### src/rtl/rob_commit_unit.sv
// Reorder buffer with in-order retirement of up to COMMIT_W completed entries per cycle.
// Latency: CDB completion to registered commit outputs is one edge; allocate-to-commit round trip is two cycles.
// Backpressure: alloc_ready drops while the buffer is full or during the one-cycle flush pulse.
module rob_commit_unit #(
    parameter int ROB_DEPTH = 16,
    parameter int COMMIT_W  = 4,
    parameter int CDB_W     = 2,
    parameter int PHY_W     = 7,
    parameter int TAG_W     = $clog2(ROB_DEPTH)
) (
    input  logic                        clk,
    input  logic                        reset,
    input  logic                        alloc_valid,
    input  logic                        alloc_has_dst,
    input  logic [PHY_W-1:0]            alloc_phy_dst,
    input  logic                        alloc_is_branch,
    output logic                        alloc_ready,
    output logic [TAG_W-1:0]            alloc_tag,
    output logic                        rob_full,
    input  logic [CDB_W-1:0]            cdb_valid,
    input  logic [CDB_W*TAG_W-1:0]      cdb_tag,
    input  logic [CDB_W-1:0]            cdb_mispredict,
    output logic [COMMIT_W-1:0]         commit_valid,
    output logic [COMMIT_W-1:0]         commit_with_write,
    output logic [COMMIT_W*PHY_W-1:0]   commited_wr_register,
    output logic [COMMIT_W*TAG_W-1:0]   commit_tag,
    output logic                        flush
);

    localparam int CNT_W = TAG_W + 1;
    localparam int K_W   = $clog2(COMMIT_W + 1);

    typedef struct packed {
        logic             valid;
        logic             done;
        logic             has_dst;
        logic [PHY_W-1:0] phy_dst;
        logic             is_branch;
        logic             mispred;
    } rob_entry_t;

    rob_entry_t                rob [ROB_DEPTH];
    logic [TAG_W-1:0]          head;
    logic [TAG_W-1:0]          tail;
    logic [CNT_W-1:0]          count;

    logic                      alloc_fire;
    logic [TAG_W-1:0]          slot_idx [COMMIT_W];
    logic [COMMIT_W-1:0]       sel_mask;
    logic [K_W-1:0]            sel_k;
    logic                      sel_flush;
    logic [TAG_W-1:0]          br_idx;
    logic                      scan_stop;
    logic [ROB_DEPTH-1:0]      cdb_hit;
    logic [ROB_DEPTH-1:0]      cdb_mis;
    logic [ROB_DEPTH-1:0]      commit_clr;

    logic [TAG_W-1:0]          head_nxt;
    logic [TAG_W-1:0]          tail_nxt;
    logic [CNT_W-1:0]          count_nxt;
    logic [COMMIT_W-1:0]       cww_d;
    logic [COMMIT_W*PHY_W-1:0] creg_d;
    logic [COMMIT_W*TAG_W-1:0] ctag_d;

    assign alloc_ready = (count != CNT_W'(ROB_DEPTH)) && !flush;
    assign rob_full    = ~alloc_ready;
    assign alloc_tag   = tail;
    assign alloc_fire  = alloc_valid && alloc_ready;

    always_comb begin
        for (int i = 0; i < COMMIT_W; i++) begin
            slot_idx[i] = head + TAG_W'(i);
        end
    end

    // Head-first scan over registered state; a mispredicted branch closes the window after itself.
    always_comb begin
        sel_mask  = '0;
        sel_flush = 1'b0;
        br_idx    = head;
        scan_stop = 1'b0;
        for (int i = 0; i < COMMIT_W; i++) begin
            if (!scan_stop && rob[slot_idx[i]].valid && rob[slot_idx[i]].done) begin
                sel_mask[i] = 1'b1;
                if (rob[slot_idx[i]].mispred) begin
                    sel_flush = 1'b1;
                    br_idx    = slot_idx[i];
                    scan_stop = 1'b1;
                end
            end else begin
                scan_stop = 1'b1;
            end
        end
    end

    assign sel_k = K_W'($countones(sel_mask));

    // Same-tag hits from several ports merge by OR-ing their mispredict bits.
    always_comb begin
        cdb_hit = '0;
        cdb_mis = '0;
        for (int p = 0; p < CDB_W; p++) begin
            if (cdb_valid[p]) begin
                cdb_hit[cdb_tag[p*TAG_W +: TAG_W]] = 1'b1;
                cdb_mis[cdb_tag[p*TAG_W +: TAG_W]] = cdb_mis[cdb_tag[p*TAG_W +: TAG_W]] | cdb_mispredict[p];
            end
        end
        for (int e = 0; e < ROB_DEPTH; e++) begin
            cdb_hit[e] = cdb_hit[e] & rob[e].valid;
            cdb_mis[e] = cdb_mis[e] & cdb_hit[e] & rob[e].is_branch;
        end
    end

    always_comb begin
        commit_clr = '0;
        for (int i = 0; i < COMMIT_W; i++) begin
            if (sel_mask[i]) begin
                commit_clr[slot_idx[i]] = 1'b1;
            end
        end
    end

    always_comb begin
        if (sel_flush) begin
            head_nxt  = br_idx + TAG_W'(1);
            tail_nxt  = br_idx + TAG_W'(1);
            count_nxt = '0;
        end else begin
            head_nxt  = head + TAG_W'(sel_k);
            tail_nxt  = tail + TAG_W'(alloc_fire);
            count_nxt = count + CNT_W'(alloc_fire) - CNT_W'(sel_k);
        end
    end

    always_comb begin
        cww_d  = '0;
        creg_d = '0;
        ctag_d = '0;
        for (int i = 0; i < COMMIT_W; i++) begin
            if (sel_mask[i]) begin
                cww_d[i]                  = rob[slot_idx[i]].has_dst;
                creg_d[i*PHY_W +: PHY_W]  = rob[slot_idx[i]].phy_dst;
                ctag_d[i*TAG_W +: TAG_W]  = slot_idx[i];
            end
        end
    end

    // A flush clears every entry: older ones retire at the same edge, younger ones are squashed.
    always_ff @(posedge clk or negedge reset) begin
        if (!reset) begin
            for (int e = 0; e < ROB_DEPTH; e++) begin
                rob[e] <= '0;
            end
        end else begin
            for (int e = 0; e < ROB_DEPTH; e++) begin
                if (cdb_hit[e]) begin
                    rob[e].done    <= 1'b1;
                    rob[e].mispred <= cdb_mis[e];
                end
                if (commit_clr[e] || sel_flush) begin
                    rob[e].valid <= 1'b0;
                end
            end
            if (alloc_fire && !sel_flush) begin
                rob[tail] <= '{valid: 1'b1, done: 1'b0, has_dst: alloc_has_dst,
                               phy_dst: alloc_phy_dst, is_branch: alloc_is_branch,
                               mispred: 1'b0};
            end
        end
    end

    always_ff @(posedge clk or negedge reset) begin
        if (!reset) begin
            head                 <= '0;
            tail                 <= '0;
            count                <= '0;
            commit_valid         <= '0;
            commit_with_write    <= '0;
            commited_wr_register <= '0;
            commit_tag           <= '0;
            flush                <= 1'b0;
        end else begin
            head                 <= head_nxt;
            tail                 <= tail_nxt;
            count                <= count_nxt;
            commit_valid         <= sel_mask;
            commit_with_write    <= cww_d;
            commited_wr_register <= creg_d;
            commit_tag           <= ctag_d;
            flush                <= sel_flush;
        end
    end

endmodule

### config.mk
export PLATFORM = sky130hd
export DESIGN_NAME = rob_commit_unit
export DESIGN_NICKNAME = d
export VERILOG_FILES = /design/src/rtl/rob_commit_unit.sv
export SDC_FILE = /design/constraint.sdc
export NUM_CORES = 1
export LEC_CHECK = 0
export BUFFER_PORTS_ARGS = -buffer_cell sky130_fd_sc_hd__buf_2
export CAP_MARGIN = 20
export CORE_MARGIN = 3
export CORE_UTILIZATION = 55
export DETAILED_ROUTE_END_ITERATION = 8
export GPL_TIMING_DRIVEN = 0
export HOLD_SLACK_MARGIN = 0.02
export PLACE_DENSITY = 0.7
export SLEW_MARGIN = 20
export SYNTH_ARGS = -nofsm -noshare
export SYNTH_HDL_FRONTEND = slang
export SYNTH_SLANG_ARGS = --single-unit
### constraint.sdc
create_clock -name clk -period 6.3 [get_ports clk]
set_input_delay 0.63 -clock clk [delete_from_list [all_inputs] [get_ports clk]]
set_output_delay 0.63 -clock clk [all_outputs]
set_load 0.005 [all_outputs]
==> results of run 1 <==
==> synthesized netlist by cell type (21+ instances only) <==
master,number
dfrtp_1,258
mux4_2,162
nand2_1,119
nor2_1,88
mux2_2,87
mux2_1,64
clkbuf_1,53
mux2i_1,47
nand3_1,45
a21oi_1,38
o21ai_0,36
inv_1,35
and3_1,28
a32oi_1,24
ha_1,22
nor3_1,21
==> placed cells by master, fill, tap and decap left out, types with 36 or more instances in the layout <==
cell type	n
dfrtp_1	256
mux4_2	162
nand2_1	119
buf_2	88
nor2_1	88
mux2_2	87
mux2_1	64
clkbuf_1	49
mux2i_1	47
nand3_1	45
a21oi_1	38
o21ai_0	36
==> critical path, cell delays in order (launching register included) <==
cell      delay [ns]
dfrtp_2         0.47
buf_6           0.17
inv_2           0.12
clkbuf_4        0.26
buf_8           0.23
ha_2            0.33
clkbuf_4        0.20
nor3_1          0.24
a311oi_2        0.11
or3_1           0.40
buf_4           0.19
inv_2           0.07
buf_2           0.22
nand2_1         0.14
buf_4           0.24
inv_1           0.12
fa_1            0.43
ha_1            0.34
ha_1            0.31
inv_1           0.05
ha_1            0.16
inv_1           0.06
fa_1            0.46
inv_1           0.07
a21o_1          0.11
a21oi_1         0.07
xnor2_1         0.17
nor2_1          0.05
==> power by group through the flow <==
stage               clock network, uW  registers [uW]  logic, uW
finish                           1810            3250       7620
CTS                              1820            3180       7350
floorplan                           0            2840       5250
detailed placement                  0            3200       7230
global placement                    0            3150       7090
global route                     1890            3300       7910
==> how the worst max path moves through the flow <==
stage	startpoint	end	slack, ns	depth (start not counted)
2_1_floorplan	head[0]$_DFF_PN0_	count[4]$_DFF_PN0_	0.53	26
3_3_place_gp	head[0]$_DFF_PN0_	count[4]$_DFF_PN0_	-1.48	26
3_5_place_dp	head[0]$_DFF_PN0_	count[4]$_DFF_PN0_	-1.60	26
4_1_cts	head[0]$_DFF_PN0_	count[4]$_DFF_PN0_	0.05	26
5_1_grt	head[1]$_DFF_PN0_	count[4]$_DFF_PN0_	0.02	27
6_report	head[0]$_DFF_PN0_	count[4]$_DFF_PN0_	0.37	27
==> area by class of cell <==
type	instances	area share
timing repair buffer	87	0.0284
buffer	114	0.0352
sequential	258	0.341
clock inverter	17	0.0120
tap	390	0.0257
inverter	38	0.00798
clock buffer	35	0.0416
multi-input combinational	968	0.509
==> logic make-up after synthesis <==
| kind of cell | after synthesis | share of synthesized area |
|---|---|---|
| xor+xnor | 22 | 0.0132 |
| simple gates | 389 | 0.123 |
| fa+ha+maj | 25 | 0.0199 |
| buf+inv | 153 | 0.0456 |
| compound gates | 172 | 0.0693 |
| flops | 258 | 0.384 |
| mux | 360 | 0.346 |
==> metal layers <==
metal | up-vias | GRT usage | wire length (um)
met5 | - | 0 | 0
met4 | 0 | 0.162 | 3510
met3 | 252 | 0.0995 | 8360
met2 | 1171 | 0.510 | 24900
met1 | 6791 | 0.502 | 21900
li1 | 5507 | - | -
==> per-stage QoR <==
stage | instances | power [uW] | cell area (sq um)
6_report | 1907 | 12700 | 19000
5_1_grt | 1907 | 13100 | 19000
4_1_cts | 1906 | 12300 | 18900
3_5_place_dp | 1851 | 10400 | 17800
3_3_place_gp | 1847 | 10200 | 17700
2_1_floorplan | 1379 | 8080 | 16800
==> timing repair <==
action,4_1_cts,5_1_grt
hold buffers,1,0
endpoints found under the hold margin,38,0
pin swaps,3,0
buffers inserted,2,2
cloned,0,0
resized for setup,18,13
setup endpoints to repair,9,5
==> qor.yml, run 1 <==
global_routing:
  antenna_found_initial: 2
  grt_max_degree: 93
  grt_pass1_wl_um: 86900
  grt_pass1_vias: 13600
  grt_overflow: 0
  grtUsageTotal: 0.353
timing:
  setup_ws_ns: 0.374
  period_share: 0.941
  rsz0062_at_grt: "no"
  worst_pin_slew_ns: 1.20
  max_slew_margin: 0.202
  drv_slew: 0
  holdWs_ns: 0.386
  skew_ns: 0.0257
  setup_tns_ns: 0
  fin_crit_ns: 5.93
  final-setup-viol-count: 0
  fmax_mhz: 169
  final_hold_viol_count: 0
worst_hold_path:
  hp-start: "alloc_has_dst"
  hp-class: "primary input to flip-flop"
  hold_depth: 2
die:
  num_rows: 63
  dieArea_sq_um: 32700
  start_util: 0.563
  die_w_um: 181
  coreArea_sq_um: 29900
  io_pins: 83
  die_y_um: 181
yosys:
  synth_area_leaders: "dfrtp_1 (38%), mux4_2 (22%), mux2_2 (5.8%)"
  syn_area_sq_um: 16800
  yosysWarnings: 0
  synth-edff-count: 0
  synth_fp_nets: 1428
  avgSynthCellArea_sq_um: 12.2
  synth_ff_type: "dfrtp_1"
  synthArstFlopShare: 1.00
  ys_types: 70
  synth.top_cell.area_share: 0.384
  yosysSeqAreaShare: 0.384
  yosys.area.top_type: "dfrtp_1"
  syn_inst: 1379
  synth_seq_cells: 258
setup_path:
  r2r.worst_path.cells: 27
  critical_path.max_fanout: 11
  rr_startpoint: "head[0]$_DFF_PN0_"
  reg2reg_slack_ns: 0.37
  crit_type: "flip-flop to flip-flop"
  cp.required_ns: 6.75
  critPathArrivalTime_ns: 6.37
  critPathLaunchType: "flip-flop"
  timing.rr.end: "count[4]$_DFF_PN0_"
  cp-end-kind: "flip-flop"
detailed_routing:
  avgViaCountPerCell: 7.20
  drt_iter0_markers: 2165
  route.final.wire_length_um: 58700
  first_pass_iters: 6
  drc: 0
  wire_per_inst_um: 30.8
  antenna_left: 0
  dr_total_vias: 13700
cts:
  htreeDepth: 1
  cts_buffer_depth: 3
  clock_sinks: 258
  clkTransAtPathRegs_ns: 0.07
  clock_latency_ns: 0.57
  clockRootBuffer: "clkbuf_16"
  cts_tree: "built"
  cts_buffers: 28
layout:
  area_growth_pct: 12.7
  fillers: 2364
  regArea_sq_um: 6460
  diodes: 0
  drive_gt1_frac: 0.322
  multi_input_area_sq_um: 9650
  final_util: 0.635
  nets: 1544
power:
  power_density_nw_per_um2: 669
  p_comb_frac: 0.601
  switching_share: 0.456
  p_leak_uw: 0.00806
  p_seq_frac: 0.257
  internal_power_uw: 6900
  max-vdd-ir-drop_mv: 0.361
  switchingPower_uw: 5790
  p_clk_frac: 0.143
place:
  dp_hpwl_um: 40800
  dp_slack_ns: -1.60
  port_buffers: 78
  gp_congestion: 0.979
run:
  drv_cap: 0
outcome:
  status: "finished, final reports clean"
(Power assumes the default switching activity.)
==> run 2: changes to the inputs <==
- CORE_UTILIZATION: 55 -> 52
- PLACE_DENSITY: 0.7 -> 0.66
==> run 2 against run 1 <==
Against the previous run: combinational power decreased by 1%; clock-buffer cell count increased by 3; sequential share of layout area increased by 0.20 points; sequential cell count unchanged; wire length decreased by 0.57%; worst hold slack got worse by 0.36 ns; largest power group unchanged.
==> qor.yml, run 2 (same netlist as run 1, synthesis figures left out) <==
outcome:
  status: "finished, final reports clean"  # unchanged
setup_path:
  critical_path.max_fanout: 19  # was 11
  crit_buf_inv: 11  # was 13
  crit_type: "flip-flop to flip-flop"  # unchanged
  cp_common_cell: "inv_1"  # unchanged
  cp.required_ns: 6.73  # was 6.75 ns
  crit_family: "adder cells"  # unchanged
  critPathArrivalTime_ns: 6.40  # was 6.37 ns
  cp-end-kind: "flip-flop"  # unchanged
  slowest_stage: "dfrtp_2"  # unchanged
  cpPeakStageDelay_ns: 0.50  # was 0.47 ns
  critPathLaunchType: "flip-flop"  # unchanged
layout:
  final_common_cell: "dfrtp_1"  # unchanged
  final_util: 0.594  # was 0.635
  instances_no_fill: 1911  # was 1907
  nets: 1538  # was 1544
  drive_gt1_frac: 0.318  # was 0.322
  diodes: 0  # unchanged
  final_area_sq_um: 18900  # was 19000 sq um
  area_growth_pct: 12.0  # was 12.7%
  layout_common_cells: "dfrtp_1 (257), mux4_2 (162), nand2_1 (118)"  # was dfrtp_1 (256), mux4_2 (162), nand2_1 (119)
global_routing:
  grt_overflow: 0  # unchanged
  grtUsageTotal: 0.342  # was 0.353
  grt_pass1_vias: 13400  # was 13600
  antenna_found_initial: 0  # was 2
  grt_pass1_wl_um: 86900  # about the same
  grt_max_degree: 89  # was 93
timing:
  fmax_mhz: 168  # was 169 MHz
  period_share: 0.947  # was 0.941
  final_hold_viol_count: 0  # unchanged
  final-setup-viol-count: 0  # unchanged
  worst_pin_slew_ns: 1.17  # was 1.20 ns
  max_slew_margin: 0.220  # was 0.202
  rsz0062_at_grt: "no"  # unchanged
  skew_ns: 0.0381  # was 0.0257 ns
  fin_crit_ns: 5.97  # was 5.93 ns
  drv_slew: 0  # unchanged
detailed_routing:
  first_pass_iters: 6  # unchanged
  drc: 0  # unchanged
  avgViaCountPerCell: 7.05  # was 7.20
  dr_total_vias: 13500  # was 13700
  route.final.wire_length_um: 58400  # was 58700 um
  antenna_left: 0  # unchanged
  drt_iter0_markers: 1907  # was 2165
  wire_per_inst_um: 30.5  # was 30.8 um
cts:
  clock_latency_ns: 0.58  # was 0.57 ns
  htreeDepth: 1  # unchanged
  clockRootBuffer: "clkbuf_16"  # unchanged
  clock_sinks: 258  # unchanged
  cts_buffer_depth: 3  # unchanged
  cts_tree: "built"  # unchanged
  cts_buffers: 28  # unchanged
  clkTransAtPathRegs_ns: 0.06  # was 0.07 ns
power:
  p_leak_uw: 0.00801  # was 0.00806 uW
  power_density_nw_per_um2: 662  # was 669 nW/um^2
  max-vdd-ir-drop_mv: 0.364  # was 0.361 mV
place:
  dp_hpwl_um: 40400  # was 40800 um
  port_buffers: 78  # unchanged
  dpl_cell_area_sq_um: 17800  # about the same
  gp_congestion: 0.981  # was 0.979
  placedCellCount: 1863  # was 1851
run:
  drv_cap: 0  # unchanged
die:
  num_rows: 65  # was 63
  start_util: 0.531  # was 0.563
  dieArea_sq_um: 34600  # was 32700 sq um
  coreArea_sq_um: 31700  # was 29900 sq um
  io_pins: 83  # unchanged
  die_y_um: 186  # was 181 um
  die_w_um: 186  # was 181 um
worst_hold_path:
  hp-class: "primary input to async pin"  # was primary input to flip-flop
-- run 2: changes by cell type in the layout (fill, tap and decap cells not counted), sizes merged --
cell         delta
clkinv          -5
bufinv          -1
inv             +1
buf             -7
dlygate4sd3     -1
clkbuf          +5
-- run 2: final timing paths --
| kind | start | endpoint | slack [ns] | cells past startpoint |
|---|---|---|---|---|
| max | head[1]$_DFF_PN0_ | count[4]$_DFF_PN0_ | 0.33 | 26 |
| min | reset | commit_valid[0]$_DFF_PN0_ | 0.03 | 1 |
| max reg2reg | head[1]$_DFF_PN0_ | count[4]$_DFF_PN0_ | 0.33 | 26 |
| min reg2reg | flip-flop | flip-flop | 0.49 | 1 |
| max in group asynchronous | reset | async pin | 4.92 | 3 |
| min in group clk | alloc_has_dst | flip-flop | 0.36 | 2 |
-- run 2: layer usage --
| layer | routed length, um | global-route usage | share of wire | vias to the layer above |
|---|---|---|---|---|
| met5 | 0 | 0.00286 | 0 | - |
| met4 | 3490 | 0.147 | 0.060 | 0 |
| met3 | 7930 | 0.121 | 0.14 | 239 |
| met2 | 24500 | 0.496 | 0.42 | 1040 |
| met1 | 22400 | 0.471 | 0.38 | 6706 |
| li1 | - | - | - | 5494 |
-- run 2: final cells by class --
cell class / count / area [sq um]
clock inverter: 12 / 178
clock buffer: 38 / 768
fill: 2601 / 12900
buffer: 112 / 639
timing repair buffer: 83 / 489
tap: 402 / 503
multi-input combinational: 968 / 9670
sequential: 258 / 6460
inverter: 38 / 151
-- run 2: power breakdown --
group / switching (uW) / total [uW] / leakage [uW] / internal (uW)
clock network: 699 / 1720 / 0.000463 / 1020
registers: 908 / 3250 / 0.00327 / 2340
logic: 4080 / 7510 / 0.00428 / 3430
-- run 2: metrics by stage --
stage	setup TNS (ns)	setup WS [ns]	hold WS (ns)	total power (uW)
after floorplan	0	0.528	0.334	8080
after global placement	-10.65	-1.63	0.470	10200
after detailed placement	-7.08	-1.26	0.479	10400
after CTS	0	0.0162	0.0548	12200
after global routing	0	0.0110	0.0910	13000
final	0	0.333	0.0271	12500
-- run 2: repair_timing --
item,in CTS,in global routing
gates resized for setup,13,10
pin swaps,2,0
hold buffers,0,0
setup endpoints to repair,9,5
setup buffers,1,0
